[src/rtl/alarm_responder_if.sv]
`default_nettype none
// ============================================================================
// Module      : alarm_responder_if
// Description : Control/status bundle between an alarm detector front end
//               and the alarm_responder sequencer.
// Revision    : 1.0 - initial release
// ============================================================================
interface alarm_responder_if #(
    parameter int CNT_W = 8
);
    logic             arm;
    logic             alarm_in;
    logic [4:0]       zones;
    logic             ack;
    logic             alarm_latched;
    logic             siren;
    logic [4:0]       zone_log;
    logic [CNT_W-1:0] event_count;
    logic             armed;

    // Drives arm/alarm/zones/ack and observes status
    modport master (
        output arm, alarm_in, zones, ack,
        input  alarm_latched, siren, zone_log, event_count, armed
    );

    // The responder itself
    modport slave (
        input  arm, alarm_in, zones, ack,
        output alarm_latched, siren, zone_log, event_count, armed
    );
endinterface
`default_nettype wire

[src/rtl/alarm_responder.sv]
`default_nettype none
// ============================================================================
// Module      : alarm_responder
// Description : Debounces the raw 5-zone alarm, logs the triggering zone
//               pattern, counts qualified events (saturating), drives a
//               square-wave siren until acknowledged and re-arms after the
//               alarm input has stayed clear for the qualification window.
// Revision    : 1.0 - initial release
// ============================================================================
module alarm_responder #(
    parameter int DEBOUNCE_CYCLES = 4,
    parameter int SIREN_PERIOD    = 8,
    parameter int CNT_W           = 8
) (
    input  wire               clk,
    input  wire               rst_n,
    alarm_responder_if.slave  bus
);

    // Debounce counters must hold values up to DEBOUNCE_CYCLES
    localparam int c_CW   = $clog2(DEBOUNCE_CYCLES + 1);
    localparam int c_HALF = SIREN_PERIOD / 2;
    localparam int c_PW   = $clog2(c_HALF + 1);

    localparam logic [c_CW-1:0] c_DEB_LAST  = c_CW'(DEBOUNCE_CYCLES);
    localparam logic [c_PW-1:0] c_PH_LAST   = c_PW'(c_HALF - 1);
    localparam logic [CNT_W-1:0] c_CNT_MAX  = {CNT_W{1'b1}};

    typedef enum logic [2:0] {
        S_DISARMED = 3'd0,
        S_ARMED    = 3'd1,
        S_QUALIFY  = 3'd2,
        S_ALERT    = 3'd3,
        S_SILENCED = 3'd4
    } state_t;

    state_t           r_state;
    logic [c_CW-1:0]  r_qcnt;
    logic [c_CW-1:0]  r_ccnt;
    logic [c_PW-1:0]  r_phase;
    logic             r_siren;
    logic             r_alarm_latched;
    logic             r_armed;
    logic [4:0]       r_zone_log;
    logic [CNT_W-1:0] r_event_count;

    logic [c_CW-1:0]  w_qcnt_inc;
    logic [c_CW-1:0]  w_ccnt_inc;
    logic             w_qual_done;

    // Next counter values and the "this edge completes qualification" flag;
    // a single-cycle debounce lets ARMED jump straight to ALERT.
    always_comb begin
        w_qcnt_inc  = r_qcnt + c_CW'(1);
        w_ccnt_inc  = r_ccnt + c_CW'(1);
        w_qual_done = 1'b0;
        if (bus.alarm_in) begin
            if (r_state == S_ARMED && DEBOUNCE_CYCLES == 1)
                w_qual_done = 1'b1;
            else if (r_state == S_QUALIFY && w_qcnt_inc == c_DEB_LAST)
                w_qual_done = 1'b1;
        end
    end

    // Main sequencer: state, counters and all registered outputs
    always_ff @(posedge clk) begin
        if (!rst_n) begin
            r_state         <= S_DISARMED;
            r_qcnt          <= '0;
            r_ccnt          <= '0;
            r_phase         <= '0;
            r_siren         <= 1'b0;
            r_alarm_latched <= 1'b0;
            r_armed         <= 1'b0;
            r_zone_log      <= '0;
            r_event_count   <= '0;
        end else if (!bus.arm) begin
            // Disarm clears activity but keeps the event history
            r_state         <= S_DISARMED;
            r_qcnt          <= '0;
            r_ccnt          <= '0;
            r_phase         <= '0;
            r_siren         <= 1'b0;
            r_alarm_latched <= 1'b0;
            r_armed         <= 1'b0;
        end else if (w_qual_done) begin
            // Qualified event: log, count, start the siren from phase 0
            r_state         <= S_ALERT;
            r_qcnt          <= '0;
            r_ccnt          <= '0;
            r_phase         <= '0;
            r_siren         <= 1'b1;
            r_alarm_latched <= 1'b1;
            r_armed         <= 1'b1;
            r_zone_log      <= bus.zones;
            if (r_event_count != c_CNT_MAX)
                r_event_count <= r_event_count + CNT_W'(1);
        end else begin
            case (r_state)
                S_DISARMED: begin
                    r_state <= S_ARMED;
                    r_armed <= 1'b1;
                end
                S_ARMED: begin
                    if (bus.alarm_in) begin
                        r_state <= S_QUALIFY;
                        r_qcnt  <= c_CW'(1);
                    end
                end
                S_QUALIFY: begin
                    if (bus.alarm_in) begin
                        r_qcnt <= w_qcnt_inc;
                    end else begin
                        r_state <= S_ARMED;
                        r_qcnt  <= '0;
                    end
                end
                S_ALERT: begin
                    if (bus.ack) begin
                        r_state <= S_SILENCED;
                        r_siren <= 1'b0;
                        r_phase <= '0;
                        r_ccnt  <= '0;
                    end else if (r_phase == c_PH_LAST) begin
                        r_phase <= '0;
                        r_siren <= ~r_siren;
                    end else begin
                        r_phase <= r_phase + c_PW'(1);
                    end
                end
                S_SILENCED: begin
                    // Re-arm only after a full window of clear samples
                    if (bus.alarm_in) begin
                        r_ccnt <= '0;
                    end else if (w_ccnt_inc == c_DEB_LAST) begin
                        r_state         <= S_ARMED;
                        r_ccnt          <= '0;
                        r_alarm_latched <= 1'b0;
                    end else begin
                        r_ccnt <= w_ccnt_inc;
                    end
                end
                default: begin
                    r_state         <= S_DISARMED;
                    r_qcnt          <= '0;
                    r_ccnt          <= '0;
                    r_phase         <= '0;
                    r_siren         <= 1'b0;
                    r_alarm_latched <= 1'b0;
                    r_armed         <= 1'b0;
                end
            endcase
        end
    end

    assign bus.alarm_latched = r_alarm_latched;
    assign bus.siren         = r_siren;
    assign bus.zone_log      = r_zone_log;
    assign bus.event_count   = r_event_count;
    assign bus.armed         = r_armed;

endmodule
`default_nettype wire
[src/flat_wrapper.sv]
// flat-port wrapper written by rule: the top's interface ports become plain ports
module alarm_responder_flat 
#(
    parameter int DEBOUNCE_CYCLES = 4,
    parameter int SIREN_PERIOD    = 8,
    parameter int CNT_W           = 8
)
  (clk, rst_n, bus_arm, bus_alarm_in, bus_zones, bus_ack, bus_alarm_latched, bus_siren, bus_zone_log, bus_event_count, bus_armed);
  alarm_responder_if #(.CNT_W(CNT_W)) bus_i ();
  input  wire clk;
  input  wire rst_n;
  input wire logic [$bits(bus_i.arm)-1:0] bus_arm;
  input wire logic [$bits(bus_i.alarm_in)-1:0] bus_alarm_in;
  input wire logic [$bits(bus_i.zones)-1:0] bus_zones;
  input wire logic [$bits(bus_i.ack)-1:0] bus_ack;
  output wire logic [$bits(bus_i.alarm_latched)-1:0] bus_alarm_latched;
  output wire logic [$bits(bus_i.siren)-1:0] bus_siren;
  output wire logic [$bits(bus_i.zone_log)-1:0] bus_zone_log;
  output wire logic [$bits(bus_i.event_count)-1:0] bus_event_count;
  output wire logic [$bits(bus_i.armed)-1:0] bus_armed;
  assign bus_i.arm = bus_arm;
  assign bus_i.alarm_in = bus_alarm_in;
  assign bus_i.zones = bus_zones;
  assign bus_i.ack = bus_ack;
  assign bus_alarm_latched = bus_i.alarm_latched;
  assign bus_siren = bus_i.siren;
  assign bus_zone_log = bus_i.zone_log;
  assign bus_event_count = bus_i.event_count;
  assign bus_armed = bus_i.armed;
  alarm_responder #(.DEBOUNCE_CYCLES(DEBOUNCE_CYCLES), .SIREN_PERIOD(SIREN_PERIOD), .CNT_W(CNT_W)) u_core (.clk(clk), .rst_n(rst_n), .bus(bus_i));
endmodule
[config.mk]
export PLATFORM = sky130hd
export DESIGN_NAME = alarm_responder_flat
export DESIGN_NICKNAME = d
export VERILOG_FILES = /design/src/rtl/alarm_responder_if.sv /design/src/rtl/alarm_responder.sv /design/src/flat_wrapper.sv
export SDC_FILE = /design/constraint.sdc
export NUM_CORES = 1
export LEC_CHECK = 0
export BUFFER_PORTS_ARGS = -buffer_cell sky130_fd_sc_hd__buf_4
export CORE_MARGIN = 5
export CORE_UTILIZATION = 40
export DETAILED_ROUTE_END_ITERATION = 7
export GPL_ROUTABILITY_DRIVEN = 0
export SYNTH_ARGS = -nofsm -noshare
export SYNTH_HDL_FRONTEND = slang
export SYNTH_SLANG_ARGS = --single-unit
[constraint.sdc]
create_clock -name clk -period 4.73 [get_ports clk]
set_clock_uncertainty 0.15 [all_clocks]
set_input_delay 0.946 -clock clk [delete_from_list [all_inputs] [get_ports clk]]
set_output_delay 0.946 -clock clk [all_outputs]
set_load 0.01 [all_outputs]
==> flow_summary.toml, run 1 <==
[global_route]
grt-ovfl-total = 0
grt_pass1_wl_mm = 5.38
grt_pass1_vias = 1217
antenna_found_initial = 0
track_usage = 0.129
grt_max_degree = 20

[critical_path]
crit_family = "simple AND/OR/NAND/NOR gates"
worstSetupEndpointType = "flop"
critical_path.slowest_cell = "or4_1"
startpoint_type = "flop"
r2r_cells = 6
crit_buf_inv = 0
reg2reg_to = "u_core.bus.event_count[5]$_SDFFE_PN0P_"
crit_arrival_ns = 2.31
worst-r2r-setup-slack_ns = 2.54
path_cells = "ha_1 -> ha_1 -> nor2b_1 -> nand3_2 -> or4_1 -> a21oi_1"
cpMostUsedCell = "ha_1"
cp_data_required_time_ns = 4.86
critical_path.max_stage_delay_ns = 0.55
critPathMaxFanout = 9
criticalPathCategory = "flop to flop"
reg2reg_from = "u_core.r_qcnt[0]$_SDFFE_PP0P_"

[synthesis]
synthTopCellsByCount = "dfxtp_1 (28), nor2_1 (17), a21oi_1 (14), nand2_1 (12), o21ai_0 (9)"
synth_edf_count = 0
yosysTopAreaCellShare = 0.386
avgSynthCellArea_um2 = 8.64
synth-seq-cells = 28
postSynthCellCount = 168
ys_seq_area_frac = 0.386
syn_area_um2 = 1450
synth_most_common_cell = "dfxtp_1"
ys_types = 40
synth_top_area_cell = "dfxtp_1"
yosys_warnings = 0
ys_top_cells_by_area = "dfxtp_1 (39%), ha_1 (5.2%), a21oi_1 (4.8%), mux2i_1 (4.8%), nor2_1 (4.4%)"
synth-main-ff-cell = "dfxtp_1"
async_reset_ff_frac = 0
syn-num-nets = 184

[timing]
finalCritPeriodShare = 0.462
tns_ns = 0
max_freq_ghz = 0.457
finalSetupViolations = 0
relSlewSlack = 0.607
hold_viol = 0
grt_setup_unrepaired = "no"
min_period_ns = 2.19
slew_viol_final = 0
worst_slew_pin_slew_ns = 0.588

[hold_path]
holdPathEnd = "u_core.r_phase[2]$_SDFFE_PP0N_"
hold_path_depth = 2
min_from = "u_core.r_phase[2]$_SDFFE_PP0N_"
hp-class = "flop to flop"

[drt]
vias_per_cell = 5.46
dr.pass1.iters = 4
drc = 0
vias = 1272
routed_wl_mm = 3.12
ant_nets = 0
drt_iter0_drc = 56
avgRoutedWirePerCell_um = 13.4

[placement]
dpl_cell_area_um2 = 1650
dp_hpwl_mm = 2.27
port_buffers = 25

[cts]
path_clk_slew_ns = 0.15
clockRootBuffer = "clkbuf_4"
clockBufferDepth = 2
numCtsBuffers = 3
tritoncts = "done"
post_cts_buffers = 0
ctsHoldBuffers = 0
numClockSinks = 28
cts_max_level = 1
cts_resized = 0
clkLatencyLatePin_ns = 0.33

[die]
std_cell_rows = 21
boundaryPins = 26
fp.dieH_um = 70.2
die-area_um2 = 4930
start_util = 0.425
core_area_um2 = 3420
fp.dieW_um = 70.2

[power_and_ir_drop]
p_comb_frac = 0.057
seqPwrFrac = 0.630
ir_drop_mv = 0.145
p_per_area_nw_per_um2 = 228
p_leak_nw = 0.643
swShare = 0.230
intPower_mw = 0.295
pwr-share-clk = 0.313
power.switching_mw = 0.0881

[finish]
layout.nets = 204
fillers = 354
drive_above_1_share = 0.187
final_cell_area_um2 = 1680
num_antenna_cells = 0
area.growth.synth_to_final_pct = 15.9

[flow_run]
max-cap-violations = 0

[status]
status = "finished, final reports clean"
==> flip-flops by register name (all words and copies together), names as in the netlist <==
name and flops:
u_core.bus.alarm_latched 1, u_core.bus.armed 1, u_core.bus.event_count 8, u_core.bus.siren 1, u_core.bus.zone_log 5, u_core.r_ccnt 3, u_core.r_phase 3, u_core.r_qcnt 3
u_core.r_state 3
==> worst max path at each step <==
| stage | startpoint | to | cells past startpoint |
|---|---|---|---|
| floorplan | bus_alarm_in | u_core.r_ccnt[2]$_SDFFE_PP0P_ | 4 |
| global placement | bus_alarm_in | u_core.r_ccnt[2]$_SDFFE_PP0P_ | 4 |
| detailed placement | bus_alarm_in | u_core.r_ccnt[2]$_SDFFE_PP0P_ | 4 |
| CTS | u_core.r_qcnt[0]$_SDFFE_PP0P_ | u_core.bus.event_count[5]$_SDFFE_PN0P_ | 6 |
| global route | u_core.r_qcnt[1]$_SDFFE_PP0P_ | u_core.bus.event_count[7]$_SDFFE_PN0P_ | 6 |
| finish | u_core.r_qcnt[0]$_SDFFE_PP0P_ | u_core.bus.event_count[5]$_SDFFE_PN0P_ | 6 |
==> final cells by class <==
cell class | count | area, µm² | share of cell area
multi-input cells | 128 | 833 | 0.495
flip-flops and latches | 28 | 561 | 0.333
repair buffers | 25 | 188 | 0.112
well taps | 46 | 57.6 | 0.0342
clock buffers | 4 | 36.3 | 0.0216
inverters | 2 | 7.51 | 0.00446
==> kinds of logic (layout without fill, tap and decap cells) <==
logic type               count (synthesis)  in the layout  share of synthesized area
AO/OA/AOI/OAI                           44             44                      0.195
multiplexers                             7              7                     0.0483
buffers and inverters                   12             31                     0.0397
flip-flops                              28             28                      0.386
AND/OR/NAND/NOR                         69             69                      0.267
adder cells (fa/ha/maj)                  6              6                     0.0517
XOR/XNOR                                 2              2                     0.0121
==> metrics by stage <==
stage	setup slack [ns]	std cells	total power, mW	utilization	hold WS, ns
after floorplan	2.28	168	0.259	-	0.267
after global placement	2.27	229	0.268	0.482	0.279
after detailed placement	2.24	229	0.268	0.482	0.289
after CTS	2.54	233	0.390	0.493	0.309
after global routing	2.33	233	0.401	0.493	0.369
final	2.54	233	0.383	0.493	0.305
==> power groups by stage <==
| stage | sequential, mW | combinational [mW] | clock, mW |
|---|---|---|---|
| floorplan | 0.244 | 0.0149 | 0 |
| detailed placement | 0.246 | 0.0218 | 0 |
| finish | 0.241 | 0.0217 | 0.120 |
| CTS | 0.241 | 0.0220 | 0.126 |
| global placement | 0.246 | 0.0216 | 0 |
| global route | 0.242 | 0.0241 | 0.135 |
==> worst register-to-register path: cells and delay by family, from the launching register on <==
family | cells | cell delay [ns]
and+or+nand+nor | 3 | 1.11
AOI/OAI and AO/OA | 1 | 0.15
adders and majority gates | 2 | 0.32
DFF | 1 | 0.41
==> routing by layer <==
layer  global-route usage  wire length, µm  vias to the layer above
met5                    0                0                        -
met4               0.0447               42                        0
li1                     -                -                      662
met3               0.0230              140                        5
met2                0.204             1390                       29
met1                0.175             1540                      576
==> placed cells by master (no fill, tap or decap), drive strengths merged, types with 3 or more instances in the layout <==
cell type	n
nor2	17
or4	3
a31oi	4
or3	3
a21oi	15
nand3	9
nand2b	5
nand2	12
clkbuf	4
mux2i	7
o41ai	4
a21o	3
ha	6
buf	25
nand3b	5
o21ai	9
and3	3
dfxtp	28
or4b	3
No activity file was read; power rests on OpenSTA's default activity.
==> inputs of run 2 (changes only) <==
==> constraint.sdc (replaced) <==
create_clock -name clk -period 1.8 [get_ports clk]
set_clock_uncertainty 0.15 [all_clocks]
set_input_delay 0.36 -clock clk [delete_from_list [all_inputs] [get_ports clk]]
set_output_delay 0.36 -clock clk [all_outputs]
set_load 0.01 [all_outputs]
==> run 2 against run 1 <==
Critical path depth stayed put. Cell area is 11% higher. Critical path type unchanged. Utilization is 5.4 points higher. Via count is 8.0% higher. Critical endpoint is now u_core.bus.event_count[3]$_SDFFE_PN0P_. Non-clock buffer count is 18 higher.
==> flow_summary.toml, run 2 (synthesized netlist as in run 1, its figures left out) <==
[status]
status = "finished, final reports clean"

[critical_path]
critical_path.slowest_cell = "or4_1"
cpMostUsedCell = "ha_1"
startpoint_type = "flop"
cp_data_required_time_ns = 1.92
crit_family = "simple AND/OR/NAND/NOR gates"
path_cells = "ha_1 -> ha_1 -> nor2b_4 -> nand3_4 -> or4_1 -> a21oi_2"
critical_path.max_stage_delay_ns = 0.53
crit_buf_inv = 0
crit_arrival_ns = 1.92
critPathMaxFanout = 6
criticalPathCategory = "flop to flop"
worstSetupEndpointType = "flop"

[placement]
place_inst = 245
dp_hpwl_mm = 2.58
port_buffers = 25
place_ws_ns = -0.0670
dpl_cell_area_um2 = 1790

[cts]
clkLatencyLatePin_ns = 0.33
clockRootBuffer = "clkbuf_4"
numClockSinks = 28
clockBufferDepth = 2
tritoncts = "done"
path_clk_slew_ns = 0.16
numCtsBuffers = 3
cts_max_level = 1

[timing]
relSlewSlack = 0.711
hold_viol = 0
fin_ws_ns = 0.00660
slew_viol_final = 0
finalSetupViolations = 0
max_freq_ghz = 0.558
finalCritPeriodShare = 0.996
min_period_ns = 1.79
whs_ns = 0.107
worst_slew_pin_slew_ns = 0.433
tns_ns = 0
grt_setup_unrepaired = "yes"

[die]
boundaryPins = 26
fp.dieH_um = 70.2
start_util = 0.425
die-area_um2 = 4930
fp.dieW_um = 70.2
std_cell_rows = 21
core_area_um2 = 3420

[finish]
multi_input_area_um2 = 860
final_common_cell = "buf_4"
final_cell_mix = "buf_4 (40), dfxtp_1 (25), nor2_1 (17), nand2_1 (12), a21oi_1 (12)"
drive_above_1_share = 0.293
final_cells = 251
fillers = 318
num_antenna_cells = 0
area.growth.synth_to_final_pct = 28.7
layout.nets = 222
utilization = 0.547
final_cell_area_um2 = 1870
regArea_um2 = 564
largest_register_ffs = 8

[power_and_ir_drop]
p_total_mw = 1.03
ir_drop_mv = 0.347
p_comb_frac = 0.080
p_leak_nw = 0.741
intPower_mw = 0.788
swShare = 0.232
power.switching_mw = 0.238
pwr-share-clk = 0.308
seqPwrFrac = 0.613
p_per_area_nw_per_um2 = 549

[drt]
m1WireLength_mm = 1.67
vias_per_cell = 5.47
dr.pass1.iters = 4
drt_iter0_drc = 64
drc = 0
routed_wl_mm = 3.46
highest_layer = "met4"
wl_met2_mm = 1.58
vias = 1374
ant_nets = 0
wl_met3_um = 181
avgRoutedWirePerCell_um = 13.8

[global_route]
grt_pass1_wl_mm = 6.09
grt-ovfl-total = 0
grt_pass1_vias = 1313
track_usage = 0.148
antenna_found_initial = 0
grt_max_degree = 19

[flow_run]
max-cap-violations = 0

[hold_path]
hp-class = "primary input to flop"
==> run 2: cell count changes in the layout (fill, tap and decap cells not counted), moves of 2 or more <==
cell	before	now
a21oi_1	14	12
o311ai_0	2	0
buf_6	0	2
dfxtp_2	0	3
dfxtp_1	28	25
a21oi_2	1	3
buf_4	25	40
o311ai_1	0	2
==> run 2: worst register-to-register path: stages, from the launching register on <==
cell and delay (ns):
dfxtp_2 0.36, ha_1 0.14, ha_1 0.14, nor2b_4 0.18, nand3_4 0.11, or4_1 0.53, a21oi_2 0.12
==> run 2: power by group through the flow <==
stage	sequential [mW]	combinational (mW)	clock, mW
6_report	0.628	0.0815	0.315
5_1_grt	0.629	0.0901	0.350
4_1_cts	0.628	0.0806	0.329
3_5_place_dp	0.641	0.0799	0
3_3_place_gp	0.641	0.0787	0
2_1_floorplan	0.641	0.0415	0
==> run 2: worst paths after layout <==
| kind | startpoint | endpoint | slack [ns] | cells past startpoint |
|---|---|---|---|---|
| min | bus_zones[1] | u_core.bus.zone_log[1]$_SDFFE_PN0P_ | 0.11 | 3 |
| max reg2reg | u_core.r_qcnt[0]$_SDFFE_PP0P_ | u_core.bus.event_count[3]$_SDFFE_PN0P_ | 0.007 | 6 |
| max | u_core.r_qcnt[0]$_SDFFE_PP0P_ | u_core.bus.event_count[3]$_SDFFE_PN0P_ | 0.007 | 6 |
| min reg2reg | u_core.r_phase[2]$_SDFFE_PP0N_ | u_core.r_phase[2]$_SDFFE_PP0N_ | 0.31 | 2 |
==> run 2: what timing repair did <==
item | in CTS | in global routing
endpoints found under the setup margin | 5 | 9
hold buffers | 0 | 0
hold endpoints to repair | 0 | 0
resized for setup | 3 | 8
pin swaps | 5 | 0
setup buffers | 1 | 1
cloned | 0 | 0
==> run 2: final cells by class <==
class | count | area share
flip-flops and latches | 28 | 0.302
inverters | 2 | 0.00402
multi-input cells | 128 | 0.460
well taps | 46 | 0.0308
repair buffers | 43 | 0.184
clock buffers | 4 | 0.0194
==> run 2: routing by layer <==
layer,track usage,vias to the layer above
met1,0.214,637
met3,0.0273,4
li1,-,701
met4,0.0426,0
met2,0.223,32
met5,0,-
